==> src/rtl/regbus_initiator.sv <==
// Register-bus initiator: turns one valid/ready command into a single wen/ren
// strobe, waits up to TIMEOUT cycles for ack, then holds the response until consumed.
`timescale 1ns/1ps
module regbus_initiator #(
   parameter int unsigned TIMEOUT = 255
) (
   input  logic        clk_i,
   input  logic        rstn_i,
   // Handshakes: a transfer happens on a rising edge where valid & ready are both 1;
   // valid-side payload must stay stable while valid is high and ready is low.
   input  logic        cmd_valid,
   output logic        cmd_ready,
   input  logic        cmd_write,
   input  logic [15:0] cmd_addr,
   input  logic [31:0] cmd_wdata,
   output logic        rsp_valid,
   input  logic        rsp_ready,
   output logic [31:0] rsp_rdata,
   output logic        rsp_timeout,
   output logic [15:0] addr,
   output logic        wen,
   output logic        ren,
   output logic [31:0] wdata,
   input  logic        ack,
   input  logic [31:0] rdata,
   output logic [7:0]  timeout_cnt,
   output logic [1:0]  dbg_state_o
);

   typedef enum logic [1:0] {
      IDLE  = 2'd0,
      ISSUE = 2'd1,
      WAIT  = 2'd2,
      RESP  = 2'd3
   } state_t;

   localparam logic [15:0] LAST_WAIT = 16'(TIMEOUT - 1);

   state_t      state_q, state_d;
   logic        write_q, write_d;
   logic [15:0] addr_q, addr_d;
   logic [31:0] wdata_q, wdata_d;
   logic [15:0] cnt_q, cnt_d;
   logic [31:0] rsp_rdata_q, rsp_rdata_d;
   logic        rsp_timeout_q, rsp_timeout_d;
   logic [7:0]  tocnt_q, tocnt_d;

   always_ff @(posedge clk_i or negedge rstn_i) begin
      if (!rstn_i) begin
         state_q       <= IDLE;
         write_q       <= 1'b0;
         addr_q        <= 16'h0;
         wdata_q       <= 32'h0;
         cnt_q         <= 16'h0;
         rsp_rdata_q   <= 32'h0;
         rsp_timeout_q <= 1'b0;
         tocnt_q       <= 8'h0;
      end else begin
         state_q       <= state_d;
         write_q       <= write_d;
         addr_q        <= addr_d;
         wdata_q       <= wdata_d;
         cnt_q         <= cnt_d;
         rsp_rdata_q   <= rsp_rdata_d;
         rsp_timeout_q <= rsp_timeout_d;
         tocnt_q       <= tocnt_d;
      end
   end

   always_comb begin
      state_d       = state_q;
      write_d       = write_q;
      addr_d        = addr_q;
      wdata_d       = wdata_q;
      cnt_d         = cnt_q;
      rsp_rdata_d   = rsp_rdata_q;
      rsp_timeout_d = rsp_timeout_q;
      tocnt_d       = tocnt_q;
      cmd_ready     = 1'b0;
      wen           = 1'b0;
      ren           = 1'b0;
      rsp_valid     = 1'b0;

      case (state_q)
         IDLE: begin
            cmd_ready = 1'b1;
            if (cmd_valid) begin
               write_d = cmd_write;
               addr_d  = cmd_addr;
               wdata_d = cmd_wdata;
               state_d = ISSUE;
            end
         end
         ISSUE: begin
            wen     = write_q;
            ren     = ~write_q;
            cnt_d   = 16'h0;
            state_d = WAIT;
         end
         WAIT: begin
            // ack is checked first so a late ack on the last wait cycle still wins.
            if (ack) begin
               rsp_rdata_d   = write_q ? 32'h0 : rdata;
               rsp_timeout_d = 1'b0;
               state_d       = RESP;
            end else if (cnt_q == LAST_WAIT) begin
               rsp_rdata_d   = 32'h0;
               rsp_timeout_d = 1'b1;
               if (tocnt_q != 8'hFF) begin
                  tocnt_d = tocnt_q + 8'd1;
               end
               state_d       = RESP;
            end else begin
               cnt_d = cnt_q + 16'd1;
            end
         end
         RESP: begin
            rsp_valid = 1'b1;
            if (rsp_ready) begin
               state_d = IDLE;
            end
         end
         default: state_d = IDLE;
      endcase
   end

   assign addr        = addr_q;
   assign wdata       = wdata_q;
   assign rsp_rdata   = rsp_rdata_q;
   assign rsp_timeout = rsp_timeout_q;
   assign timeout_cnt = tocnt_q;
   assign dbg_state_o = state_q;

endmodule

==> config.mk <==
export PLATFORM = sky130hd
export DESIGN_NAME = regbus_initiator
export DESIGN_NICKNAME = d
export VERILOG_FILES = /design/src/rtl/regbus_initiator.sv
export SDC_FILE = /design/constraint.sdc
export NUM_CORES = 1
export LEC_CHECK = 0
export CAP_MARGIN = 20
export CORE_ASPECT_RATIO = 2
export CORE_MARGIN = 10
export CORE_UTILIZATION = 45
export CTS_BUF_LIST = sky130_fd_sc_hd__clkbuf_4 sky130_fd_sc_hd__clkbuf_8
export CTS_CLUSTER_SIZE = 20
export DETAILED_ROUTE_END_ITERATION = 8
export GPL_TIMING_DRIVEN = 0
export MAX_ROUTING_LAYER = met4
export PLACE_DENSITY = 0.87
export SYNTH_ARGS = -nofsm -noshare
export SYNTH_HDL_FRONTEND = slang
export SYNTH_SLANG_ARGS = --single-unit
==> constraint.sdc <==
create_clock -name clk_i -period 3.1 [get_ports clk_i]
set_input_delay 0.465 -clock clk_i [delete_from_list [all_inputs] [get_ports clk_i]]
set_output_delay 0.465 -clock clk_i [all_outputs]
set_load 0.05 [all_outputs]
==> impl_metrics.tcl <==
set metrics [dict create \
    yosys-top-cells-count "108 x dfrtp_1, 53 x mux2_2, 32 x a22o_1, 16 x nand2_1, 13 x clkbuf_1" \
    fmax_ghz 0.370 \
    grt_pass1_vias 4010 \
    max_cap_violations 0 \
    fin_crit_ns 2.70 \
    tns_ns 0 \
    antenna_found_initial 0 \
    post-route-drc-count 0 \
    syn_area_mm2 0.00446 \
    synthAdderAreaFrac 0.0225 \
    design_area_mm2 0.00667 \
    fin_skew_ns 0.0148 \
    start_kind "flop" \
    rows 51 \
    clock_sinks 108 \
    dpl_cell_area_mm2 0.00645 \
    cts_resized 0 \
    worst_slack_ns 0.398 \
    powerDensity_mw_per_mm2 1090 \
    die_area_mm2 0.0145 \
    synth_top_area_cell "dfrtp_1" \
    regArea_mm2 0.00270 \
    place_congestion 0.835 \
    ios 181 \
    htree_levels 3 \
    die_y_um 161 \
    fillers 718 \
    hold_buffers 0 \
    syn_avg_cell_area_um2 13.5 \
    drt-vias-per-instance 5.30 \
    cts_buffers 9 \
    hpwl_mm 10.5 \
    crit_arrival_ns 2.96 \
    antennaDiodeCount 0 \
    worstSetupEndpointType "flop" \
    synth_compound_area_frac 0.104 \
    grtUsageTotal 0.187 \
    wl_per_cell_um 20.1 \
    cts_root_buf "clkbuf_8" \
    synth_seq_cells 108 \
    cts_tree "built" \
    clkTransAtPathRegs_ns 0.11 \
    yosys_most_used_dff "dfrtp_1" \
    routed_wl_mm 13.3 \
    muxShareOfSynthArea 0.143 \
    drt_iter0_markers 155 \
    postCtsSetupBuffers 0 \
    path_class "flop to flop" \
    power.leakage_uw 0.00287 \
    timing.critical_path.from "cnt_q[0]" \
    synth_top_family_by_area "multiplexers" \
    rsz0062_at_grt "no" \
    synth_top_cell_area_share 0.606 \
    multi_input_area_mm2 0.00166 \
    synthArstFlopShare 1.00 \
    min_path_type "input pin to asynchronous set/reset pin" \
    worstMarginPinSlew_ns 0.798 \
    synth_edf_count 0 \
    clk_latency_ns 0.37 \
    r2r-start "cnt_q[0]" \
    fp.coreArea_mm2 0.00970 \
    synth_most_common_cell "dfrtp_1" \
    seq_area_frac_synth 0.606 \
    setup_viol 0 \
    drv_slew 0 \
    ir_drop_mv 0.807 \
    cts.path.max_buffers 2 \
    synth_cell_types 45 \
    grt-ovfl-total 0 \
    area_growth_pct 49.7 \
    synth_area_leaders "dfrtp_1 61%, mux2_2 13%, a22o_1 6.3%" \
    grt_pass1_wl_mm 20.9 \
    die_x_um 90.4 \
    drtAntennaViolNets 0 \
    grt_max_degree 61 \
    port_buffers 180 \
    synth_nets 425 \
    synthXorXnorAreaFrac 0.0138 \
    drive_above_1_share 0.150 \
    nNetsFinal 617 \
    fin_crit_sh 0.872 \
    syn-instance-count 331 \
    dr.pass1.iters 4 \
    hold_viol 0 \
    fin_util 0.688 \
    rr_worst_depth 7 \
    relSlewSlack 0.468 \
    start_util 0.459 \
    vias 3496 \
    yosys.area_share.simple 0.0890 \
    cp_max_fo 10 \
    post-place-ws_ns 0.471 \
    outcome "complete, no violations" \
    worstPathRequired_ns 3.36 \
    synth_warnings 0 \
]
[where the power goes]
part | switching, uW | internal, uW
sequential | 324 | 1920
combinational | 2620 | 1490
clock | 492 | 460
total | 3430 | 3860
[critical path, cell delays in order, from the launching register on]
cell      delay [ns]
dfrtp_1         0.47
inv_1           0.09
ha_1            0.15
or4b_4          0.47
nor4_1          0.58
o21ai_1         0.29
clkbuf_1        0.29
a22o_1          0.25
[worst paths after layout]
path                                end  slack (ns)
max reg2reg                rsp_rdata[3]        0.40
max in group asynchronous  rsp_rdata[0]        2.21
max                        rsp_rdata[3]        0.40
min reg2reg                   cnt_q[15]        0.48
min in group clk_i            cnt_q[15]        0.48
min                           wdata[10]        0.17
[placed cells by master (no fill, tap or decap), drive strengths merged, types with 6 or more instances in the layout]
cell	count
a22o	32
clkbuf	22
clkdlybuf4s50	179
dfrtp	108
ha	8
inv	10
mux2	54
nand2	16
nand3	10
nor2	12
nor3	8
nor4	6
[routing by layer]
layer | vias up | part of all wire | GRT usage | routed length [um]
met2 | 134 | 0.57 | 0.342 | 7520
met1 | 1744 | 0.35 | 0.181 | 4680
met4 | 0 | 0.022 | 0.0670 | 290
met3 | 21 | 0.058 | 0.0542 | 775
li1 | 1597 | - | - | -
met5 | - | 0 | - | 0
[metrics by stage]
stage                     total power, uW  hold slack (ns)  std cells
final                                7300            0.169        660
after global routing                 7600            0.222        660
after floorplan                      4870            0.169        331
after global placement               6290            0.468        643
after detailed placement             6390            0.472        644
after CTS                            7360            0.187        660
[state kept, by name (all words and copies together), names as in the netlist]
| signal | cells |
|---|---|
| write_q | 1 |
| timeout_cnt | 8 |
| dbg_state_o | 2 |
| rsp_timeout | 1 |
| wdata | 32 |
| addr | 16 |
| cnt_q | 16 |
| rsp_rdata | 32 |
[final cells by class]
class                   count  share of cell area
plain buffers              15             0.00957
multi-input cells         200               0.249
repair buffers            181               0.274
inverters                   8             0.00450
clock inverters             7              0.0146
flip-flops and latches    108               0.405
well taps                 132              0.0248
clock buffers               9              0.0186
[kinds of logic (layout without fill, tap and decap cells)]
kind of cell,after synthesis,after routing
simple gates,70,70
flops,108,108
compound gates,58,58
mux,57,57
xor+xnor,7,7
fa+ha+maj,8,8
buf+inv,23,220
Power figures use the tool's default switching activity.
